$ cat src/rtl/fish_game_pkg.sv
// Shared state encoding and finish-reason codes for the fishing-game flow controller.
package fish_game_pkg;

  typedef enum logic [4:0] {
    ST_START_MENU  = 5'b00001,
    ST_BASE_PLAY   = 5'b00010,
    ST_LINE_REEL   = 5'b00100,
    ST_PAUSED      = 5'b01000,
    ST_GAME_FINISH = 5'b10000
  } state_e;

  localparam logic [1:0] FR_NONE    = 2'd0;
  localparam logic [1:0] FR_QUIT    = 2'd1;
  localparam logic [1:0] FR_TIMEOUT = 2'd2;
  localparam logic [1:0] FR_ROUNDS  = 2'd3;

endpackage

$ cat src/rtl/fish_countdown.sv
// Loadable down-counter that sticks at zero; load takes priority over decrement.
module fish_countdown #(
  parameter int WIDTH = 16
) (
  input  logic             clk,
  input  logic             rst,
  input  logic             load,
  input  logic [WIDTH-1:0] load_val,
  input  logic             dec_en,
  output logic [WIDTH-1:0] count,
  output logic             is_zero
);

  logic [WIDTH-1:0] count_q;

  always_ff @(posedge clk) begin
    if (rst) begin
      count_q <= '0;
    end else if (load) begin
      count_q <= load_val;
    end else if (dec_en && (count_q != '0)) begin
      count_q <= count_q - 1'b1;
    end
  end

  assign count   = count_q;
  assign is_zero = (count_q == '0);

endmodule

$ cat src/rtl/fish_gameflow_ctrl.sv
// Top-level game flow: menu, play, reel, pause and finish, with countdown timer,
// per-game attempt limit, catch scoring and a finish-reason code.
//
// state          | meaning
// ST_START_MENU  | idle, waiting for start; last game's results still shown
// ST_BASE_PLAY   | waiting for a bite, timer running
// ST_LINE_REEL   | fish on the line, timer running
// ST_PAUSED      | timer frozen, resumes to the state it was entered from
// ST_GAME_FINISH | results shown until start acknowledges
module fish_gameflow_ctrl
  import fish_game_pkg::*;
#(
  parameter int TIME_W     = 16,
  parameter int GAME_TIME  = 60,
  parameter int WARN_TIME  = 10,
  parameter int ROUND_W    = 4,
  parameter int MAX_ROUNDS = 10,
  parameter int CATCH_W    = 8
) (
  input  logic               clk,
  input  logic               rst,
  input  logic               start,
  input  logic               quit,
  input  logic               pause,
  input  logic               tick,
  input  logic               fish_hooked,
  input  logic               fish_caught,
  input  logic               fish_lost,
  output logic               q_start_menu,
  output logic               q_base_play,
  output logic               q_line_reel,
  output logic               q_paused,
  output logic               q_game_finish,
  output logic [TIME_W-1:0]  time_left,
  output logic [ROUND_W-1:0] rounds_left,
  output logic [CATCH_W-1:0] catch_count,
  output logic [1:0]         finish_reason,
  output logic               time_warn
);

  localparam logic [TIME_W-1:0]  GAME_TIME_L  = TIME_W'(GAME_TIME);
  localparam logic [TIME_W-1:0]  WARN_TIME_L  = TIME_W'(WARN_TIME);
  localparam logic [ROUND_W-1:0] MAX_ROUNDS_L = ROUND_W'(MAX_ROUNDS);

  state_e             state_q;
  logic               resume_reel_q;
  logic [ROUND_W-1:0] rounds_q;
  logic [CATCH_W-1:0] catch_q;
  logic [1:0]         reason_q;

  logic               timer_load;
  logic               timer_dec;
  logic               time_zero;
  logic [TIME_W-1:0]  time_q;

  assign timer_load = (state_q == ST_START_MENU) && start;
  // Decrement also lands on the edge that leaves for PAUSED or GAME_FINISH.
  assign timer_dec  = tick && ((state_q == ST_BASE_PLAY) || (state_q == ST_LINE_REEL));

  fish_countdown #(
    .WIDTH(TIME_W)
  ) u_timer (
    .clk     (clk),
    .rst     (rst),
    .load    (timer_load),
    .load_val(GAME_TIME_L),
    .dec_en  (timer_dec),
    .count   (time_q),
    .is_zero (time_zero)
  );

  always_ff @(posedge clk) begin
    if (rst) begin
      state_q       <= ST_START_MENU;
      resume_reel_q <= 1'b0;
      rounds_q      <= '0;
      catch_q       <= '0;
      reason_q      <= FR_NONE;
    end else begin
      case (state_q)
        ST_START_MENU: begin
          if (start) begin
            state_q  <= ST_BASE_PLAY;
            rounds_q <= MAX_ROUNDS_L;
            catch_q  <= '0;
            reason_q <= FR_NONE;
          end
        end
        ST_BASE_PLAY: begin
          if (quit) begin
            state_q  <= ST_GAME_FINISH;
            reason_q <= FR_QUIT;
          end else if (pause) begin
            state_q       <= ST_PAUSED;
            resume_reel_q <= 1'b0;
          end else if (time_zero) begin
            state_q  <= ST_GAME_FINISH;
            reason_q <= FR_TIMEOUT;
          end else if (rounds_q == '0) begin
            state_q  <= ST_GAME_FINISH;
            reason_q <= FR_ROUNDS;
          end else if (fish_hooked) begin
            state_q <= ST_LINE_REEL;
          end
        end
        ST_LINE_REEL: begin
          if (quit) begin
            state_q  <= ST_GAME_FINISH;
            reason_q <= FR_QUIT;
          end else if (pause) begin
            state_q       <= ST_PAUSED;
            resume_reel_q <= 1'b1;
          end else if (time_zero) begin
            state_q  <= ST_GAME_FINISH;
            reason_q <= FR_TIMEOUT;
          end else if (fish_caught || fish_lost) begin
            state_q <= ST_BASE_PLAY;
            if (rounds_q != '0) rounds_q <= rounds_q - 1'b1;
            if (fish_caught && (catch_q != '1)) catch_q <= catch_q + 1'b1;
          end
        end
        ST_PAUSED: begin
          if (quit) begin
            state_q  <= ST_GAME_FINISH;
            reason_q <= FR_QUIT;
          end else if (pause) begin
            state_q <= resume_reel_q ? ST_LINE_REEL : ST_BASE_PLAY;
          end
        end
        ST_GAME_FINISH: begin
          if (start) state_q <= ST_START_MENU;
        end
        default: state_q <= ST_START_MENU;
      endcase
    end
  end

  assign q_start_menu  = (state_q == ST_START_MENU);
  assign q_base_play   = (state_q == ST_BASE_PLAY);
  assign q_line_reel   = (state_q == ST_LINE_REEL);
  assign q_paused      = (state_q == ST_PAUSED);
  assign q_game_finish = (state_q == ST_GAME_FINISH);

  assign time_left     = time_q;
  assign rounds_left   = rounds_q;
  assign catch_count   = catch_q;
  assign finish_reason = reason_q;
  assign time_warn     = !time_zero && (time_q <= WARN_TIME_L) &&
                         (q_base_play || q_line_reel || q_paused);

endmodule

$ cat config.mk
export PLATFORM = sky130hd
export DESIGN_NAME = fish_gameflow_ctrl
export DESIGN_NICKNAME = d
export VERILOG_FILES = /design/src/rtl/fish_game_pkg.sv /design/src/rtl/fish_countdown.sv /design/src/rtl/fish_gameflow_ctrl.sv
export SDC_FILE = /design/constraint.sdc
export NUM_CORES = 1
export LEC_CHECK = 0
export CELL_PAD_IN_SITES_DETAIL_PLACEMENT = 1
export CELL_PAD_IN_SITES_GLOBAL_PLACEMENT = 2
export CORE_MARGIN = 3
export CORE_UTILIZATION = 30
export DETAILED_ROUTE_END_ITERATION = 16
export MAX_ROUTING_LAYER = met4
export PLACE_DENSITY_LB_ADDON = 0.1
export SLEW_MARGIN = 10
export SYNTH_ARGS = -nofsm -noshare
export SYNTH_HDL_FRONTEND = slang
export SYNTH_SLANG_ARGS = --single-unit
$ cat constraint.sdc
create_clock -name clk -period 6.23 [get_ports clk]
set_clock_uncertainty 0.2 [all_clocks]
set_input_delay 1.246 -clock clk [delete_from_list [all_inputs] [get_ports clk]]
set_output_delay 1.246 -clock clk [all_outputs]
set_load 0.05 [all_outputs]
==> results of run 1 <==
flip-flops by register name (all words and copies together) (netlist names):
name	count
state_q	5
finish_reason	2
u_timer.count	16
resume_reel_q	1
catch_count	8
rounds_left	4
area by class of cell:
class                   instances  area (um^2)
fillers                       834         4160
flip-flops and latches         36          721
multi-input cells             215         1370
inverters                      10         37.5
clock buffers                   5         68.8
well taps                      96          120
repair buffers                 45          448
clock inverters                 3         18.8
through the flow:
stage | setup WS (ns) | hold slack, ns | area [um^2]
2_1_floorplan | 2.23 | 0.263 | 2190
3_3_place_gp | 2.38 | 0.267 | 2700
3_5_place_dp | 2.37 | 0.282 | 2700
4_1_cts | 2.03 | 0.294 | 2780
5_1_grt | 1.88 | 0.320 | 2780
6_report | 2.06 | 0.286 | 2780
power groups by stage:
stage,clock (mW),combinational [mW],sequential (mW)
2_1_floorplan,0,0.0976,0.276
3_3_place_gp,0,0.160,0.262
3_5_place_dp,0,0.161,0.262
4_1_cts,0.183,0.162,0.256
5_1_grt,0.192,0.177,0.259
6_report,0.175,0.160,0.257
how the worst min path moves through the flow:
stage	startpoint	endpoint	slack [ns]	cells after the start
after CTS	finish_reason[1]$_SDFFE_PP0P_	finish_reason[1]$_SDFFE_PP0P_	0.29	2
final	finish_reason[1]$_SDFFE_PP0P_	finish_reason[1]$_SDFFE_PP0P_	0.29	2
after global routing	finish_reason[0]$_SDFFE_PP0P_	finish_reason[0]$_SDFFE_PP0P_	0.32	2
after floorplan	resume_reel_q$_SDFFE_PP0P_	resume_reel_q$_SDFFE_PP0P_	0.26	2
after global placement	finish_reason[1]$_SDFFE_PP0P_	finish_reason[1]$_SDFFE_PP0P_	0.27	2
after detailed placement	finish_reason[1]$_SDFFE_PP0P_	finish_reason[1]$_SDFFE_PP0P_	0.28	2
metal layers:
| layer | wire length (um) | track usage |
|---|---|---|
| met3 | 209 | 0.0307 |
| met1 | 3240 | 0.218 |
| met4 | 70 | 0.0616 |
| met5 | 0 | - |
| met2 | 3160 | 0.268 |
cell families (layout without fill, tap and decap cells):
group                      after synthesis  count (layout)  synth area share
AOI/OAI and AO/OA                       73              73             0.219
adders and majority gates                6               6            0.0343
and+or+nand+nor                        126             126             0.333
DFF                                     36              36             0.329
buffers and inverters                   24              63            0.0451
xor gates and xnor gates                10              10            0.0400
tightest hold or removal path: cells and delay by family (launching register included):
family / cells / cell delay (ns)
DFF: 1 / 0.31
AOI/OAI and AO/OA: 2 / 0.13
cell usage in the layout (no fill, tap or decap), drive strengths merged, types with 4 or more instances in the layout:
master	instances
nand4	4
dfxtp	36
a31oi	4
nand2	11
o21ai	12
nor2	25
ha	6
or3	16
clkdlybuf4s50	44
a21oi	24
or4	8
o31ai	4
clkbuf	5
nand2b	5
nand3	15
xnor2	9
or2	6
inv	10
nor3	10
nor4	9
cell usage after synthesis, drive strengths merged (2+ instances only):
master	n	area, um^2
a31oi	4	25.0
nand4	4	25.0
o31ai	4	30.0
or2	6	37.5
inv	10	37.5
a311oi	3	26.3
a31o	2	17.5
a32oi	2	17.5
nor2	25	93.8
nor3	10	61.3
a21o	3	22.5
buf	2	16.3
nor2b	2	12.5
and4	2	17.5
a21oi	24	120
dfxtp	36	721
nor3b	3	22.5
a211oi	3	22.5
nand2b	5	31.3
nor4	9	62.6
nor4b	2	17.5
o211ai	3	22.5
nor4bb	2	20.0
a221oi	2	17.5
or4	8	63.8
or3	16	100
ha	6	75.1
nand2	11	41.3
nand3	15	75.1
o21ai	12	60.1
clkbuf	12	45.0
xnor2	9	78.8
nand3b	3	22.5
==> results.toml, run 1 <==
[cts]
insertion_delay_ns = 0.29
cts_setup_buffers = 0
clock_sinks = 36
cts_max_path_buffers = 2
cts-root-buf = "clkbuf_8"
cts_made_buffers = 5
path_clk_slew_ns = 0.08
h-tree-depth = 2
cts-resized-gates = 0
cts_tree = "built"
ctsHoldBuffers = 0

[critical_path]
cp_max_fo = 6
r2r_slack_ns = 3.32
critPathCaptureType = "primary output"
path_cells = "nor4_2 -> nand3_1 -> or2_2 -> a211oi_1 -> clkdlybuf4s50_1"
slowest_stage = "clkdlybuf4s50_1"
critical_path_buf_inv_count = 1
cp_slowest_stage_delay_ns = 0.84
r2r_end = "u_timer.count[11]$_SDFFE_PP0P_"
crit_arrival_ns = 2.72
critPathLaunch = "u_timer.count[5]$_SDFFE_PP0P_"
path_depth = 5
critical_path_class = "flop to primary output"
required_ns = 4.78
worstSetupEndpoint = "time_warn"
cp_top_family = "simple AND/OR/NAND/NOR gates"
r2r_cells = 7
r2r_start = "u_timer.count[0]$_SDFFE_PP0P_"
critPathLaunchType = "flop"

[drt]
viasPerCell = 5.49
vias = 2252
drtIter0Drc = 53
wl_per_cell_um = 16.3
wl_um = 6680
post-route-drc-count = 0
antenna_left = 0
drt_pass1_iterations = 4

[placed_design]
dp_cells = 402
port_buffers = 44
place_hpwl_um = 4830
gp_congestion = 0.790

[timing]
period_minus_slack_ns = 4.17
slew_violations = 0
maxSlewHeadroom = 0.386
setup_viol = 0
fin_crit_sh = 0.669
finalHoldViolations = 0
setup_tns_ns = 0
fmax_mhz = 240
grt_setup_unrepaired = "false"
max_slew.worst_pin.slew_ns = 0.897

[logic_synthesis]
yosysSeqAreaShare = 0.329
synth.avg_cell_area_um2 = 7.96
synth-async-reset-ratio = 0
synth_cells = 275
syn-cell-area_mm2 = 0.00219
synth-seq-cells = 36
synth_warnings = 0
synth_cell_types = 53
synthFlopType = "dfxtp_1"
synth_fp_nets = 290
synth_edf_count = 0

[layout]
drive_above_1_share = 0.0669
layoutNonFillerInstCount = 410
areaGrowthSynthToFinish_pct = 27.1
final_nets = 328
finish.utilization = 0.401
n_antenna_cell = 0

[power_and_ir_drop]
p_leak_nw = 0.904
vdd.ir_drop.worst_mv = 0.0797
pwr_density_cell_mw_per_mm2 = 212
p_seq_frac = 0.434
power_mw = 0.591
clockPowerShare = 0.295
p_comb_frac = 0.271
switching_share = 0.373
power.internal_mw = 0.371
power.switching_mw = 0.220

[global_route]
grt_max_degree = 26
grt_first_pass_wirelength_um = 11300
grt-ovfl-total = 0
antenna_found_initial = 0
grt_pass1_vias = 2217
groute.usage.overall = 0.170

[die]
die_w_um = 91.4
core_area_mm2 = 0.00694
dieArea_mm2 = 0.00836
initial_utilization = 0.315
std_cell_rows = 30
num_io_pins = 45
die_y_um = 91.4

[outcome]
status = "complete, no violations"

[flow_run]
maxCapViolCount = 0

[min_path]
hold_path_class = "flop to flop"
Power figures use the tool's default switching activity.
==> run 2, diff against run 1 <==
CORE_UTILIZATION = 27   (was 30)
clock period = 3.4 ns   (was 6.23 ns; I/O delays follow)
==> run 2 against run 1 <==
Net effect: utilization decreased by 3.6 points; global-route usage barely moved; routed wire length is 6.4% higher; worst setup slack got worse by 1.9 ns; sequential cell count is the same; power rose by 97%; sequential power up 83%; via count rose by 0.18%; largest cell class unchanged.
==> results.toml, run 2 (synthesized netlist as in run 1, its figures left out) <==
[outcome]
status = "complete, no violations"

[drt]
highest_layer = "met4"
wl_met3_um = 172
antenna_left = 0
vias = 2256
drt_pass1_iterations = 4
viasPerCell = 5.36
wl_met2_um = 3170
drtIter0Drc = 60
post-route-drc-count = 0
wl_met1_um = 3700
wl_um = 7100
wl_per_cell_um = 16.9

[critical_path]
required_ns = 2.52
r2r_slack_ns = 0.64
cp_slowest_stage_delay_ns = 0.80
slowest_stage = "clkdlybuf4s50_1"
cp_max_fo = 10
critical_path_class = "flop to primary output"
path_cells = "or3_1 -> or2_2 -> inv_1 -> clkdlybuf4s50_1"
r2r_start = "u_timer.count[0]$_SDFFE_PP0P_"
r2r_end = "catch_count[7]$_SDFFE_PP0P_"
critPathCaptureType = "primary output"
critPathLaunchType = "flop"
crit_arrival_ns = 2.37
r2r_cells = 7

[timing]
max_slew.worst_pin.slew_ns = 0.898
maxSlewHeadroom = 0.386
period_minus_slack_ns = 3.25
finalHoldViolations = 0
hold_ws_ns = 0.285
fmax_mhz = 307
setup_viol = 0
fin_crit_sh = 0.957
grt_setup_unrepaired = "false"
setup_tns_ns = 0
slew_violations = 0

[min_path]
min_to = "finish_reason[1]$_SDFFE_PP0P_"
min-delay-start = "finish_reason[1]$_SDFFE_PP0P_"
hold_path_class = "flop to flop"
holdPathStages = 2

[power_and_ir_drop]
vdd.ir_drop.worst_mv = 0.152
p_leak_nw = 0.940
pwr_density_cell_mw_per_mm2 = 409

[die]
num_io_pins = 45
initial_utilization = 0.280
die_w_um = 96.1
die_y_um = 96.1
core_area_mm2 = 0.00781
std_cell_rows = 32
dieArea_mm2 = 0.00923

[cts]
cts_tree = "built"
insertion_delay_ns = 0.29
path_clk_slew_ns = 0.08
h-tree-depth = 2
cts_made_buffers = 5
ctsHoldBuffers = 0
cts-resized-gates = 0
cts-root-buf = "clkbuf_8"
cts_setup_buffers = 0
clock_sinks = 36
cts_max_path_buffers = 2

[layout]
drive_above_1_share = 0.0878
final_nets = 333
layout_commonest_cell = "clkdlybuf4s50_1"
final_cell_mix = "clkdlybuf4s50_1 (42), dfxtp_1 (36), nor2_1 (25)"
layoutNonFillerInstCount = 421
n_antenna_cell = 0
areaGrowthSynthToFinish_pct = 30.1
n_fill_cell = 967
largest_reg_flops = 16

[flow_run]
maxCapViolCount = 0

[placed_design]
place_hpwl_um = 5240
gp_congestion = 0.779
dp_cells = 413
port_buffers = 44

[global_route]
grt_pass1_vias = 2261
grt-ovfl-total = 0
grt_first_pass_wirelength_um = 11900
grt_max_degree = 25
groute.usage.overall = 0.170
antenna_found_initial = 0
[run 2: cell types whose count changed in the layout (fill, tap and decap cells not counted)]
cell,delta
clkinv_4,-1
clkinv_2,-1
clkbuf_1,+1
a211oi_2,+1
buf_4,+7
a211oi_1,-1
bufinv_16,+1
clkdlybuf4s50_1,-2
[run 2: where the power goes]
part           switching, mW  leakage, nW  internal, mW
Combinational          0.203        0.592         0.107
Sequential            0.0322        0.292         0.438
Clock                  0.166       0.0552         0.218
[run 2: layout make-up]
type                    instances  area, um^2  area share
multi-input cells             215        1380       0.483
flip-flops and latches         36         721       0.253
repair buffers                 50         480       0.169
well taps                     102         128      0.0448
clock buffers                   6        72.6      0.0255
inverters                      10        37.5      0.0132
clock inverters                 2        35.0      0.0123
[run 2: worst max path at each step]
stage | startpoint | endpoint | slack (ns) | depth (start not counted)
6_report | state_q[3]$_SDFFE_PP0P_ | q_base_play | 0.15 | 4
2_1_floorplan | u_timer.count[5]$_SDFFE_PP0P_ | time_warn | 0.44 | 4
5_1_grt | state_q[3]$_SDFFE_PP0P_ | q_base_play | 0.06 | 4
4_1_cts | state_q[3]$_SDFFE_PP0P_ | q_base_play | 0.15 | 4
3_5_place_dp | state_q[3]$_SDFFE_PP0P_ | q_base_play | 0.47 | 4
3_3_place_gp | state_q[3]$_SDFFE_PP0P_ | q_base_play | 0.50 | 4
[run 2: critical path: cells and delay by family (launching register included)]
family                 cells  cell delay, ns
buffers and inverters      2            0.89
DFF                        1            0.42
and+or+nand+nor            2            0.79
[run 2: metrics by stage]
step	utilization	worst slack (ns)	area [um^2]	power, mW
after floorplan	-	0.436	2190	0.687
after CTS	0.365	0.146	2850	1.18
final	0.365	0.146	2850	1.16
after global placement	0.351	0.497	2740	0.793
after detailed placement	0.351	0.468	2740	0.793
after global routing	0.365	0.0648	2850	1.23
[run 2: metal layers]
| metal | track usage | vias up |
|---|---|---|
| li1 | - | 1124 |
| met2 | 0.251 | 40 |
| met4 | 0.0355 | 0 |
| met5 | - | - |
| met1 | 0.245 | 1084 |
| met3 | 0.0258 | 8 |
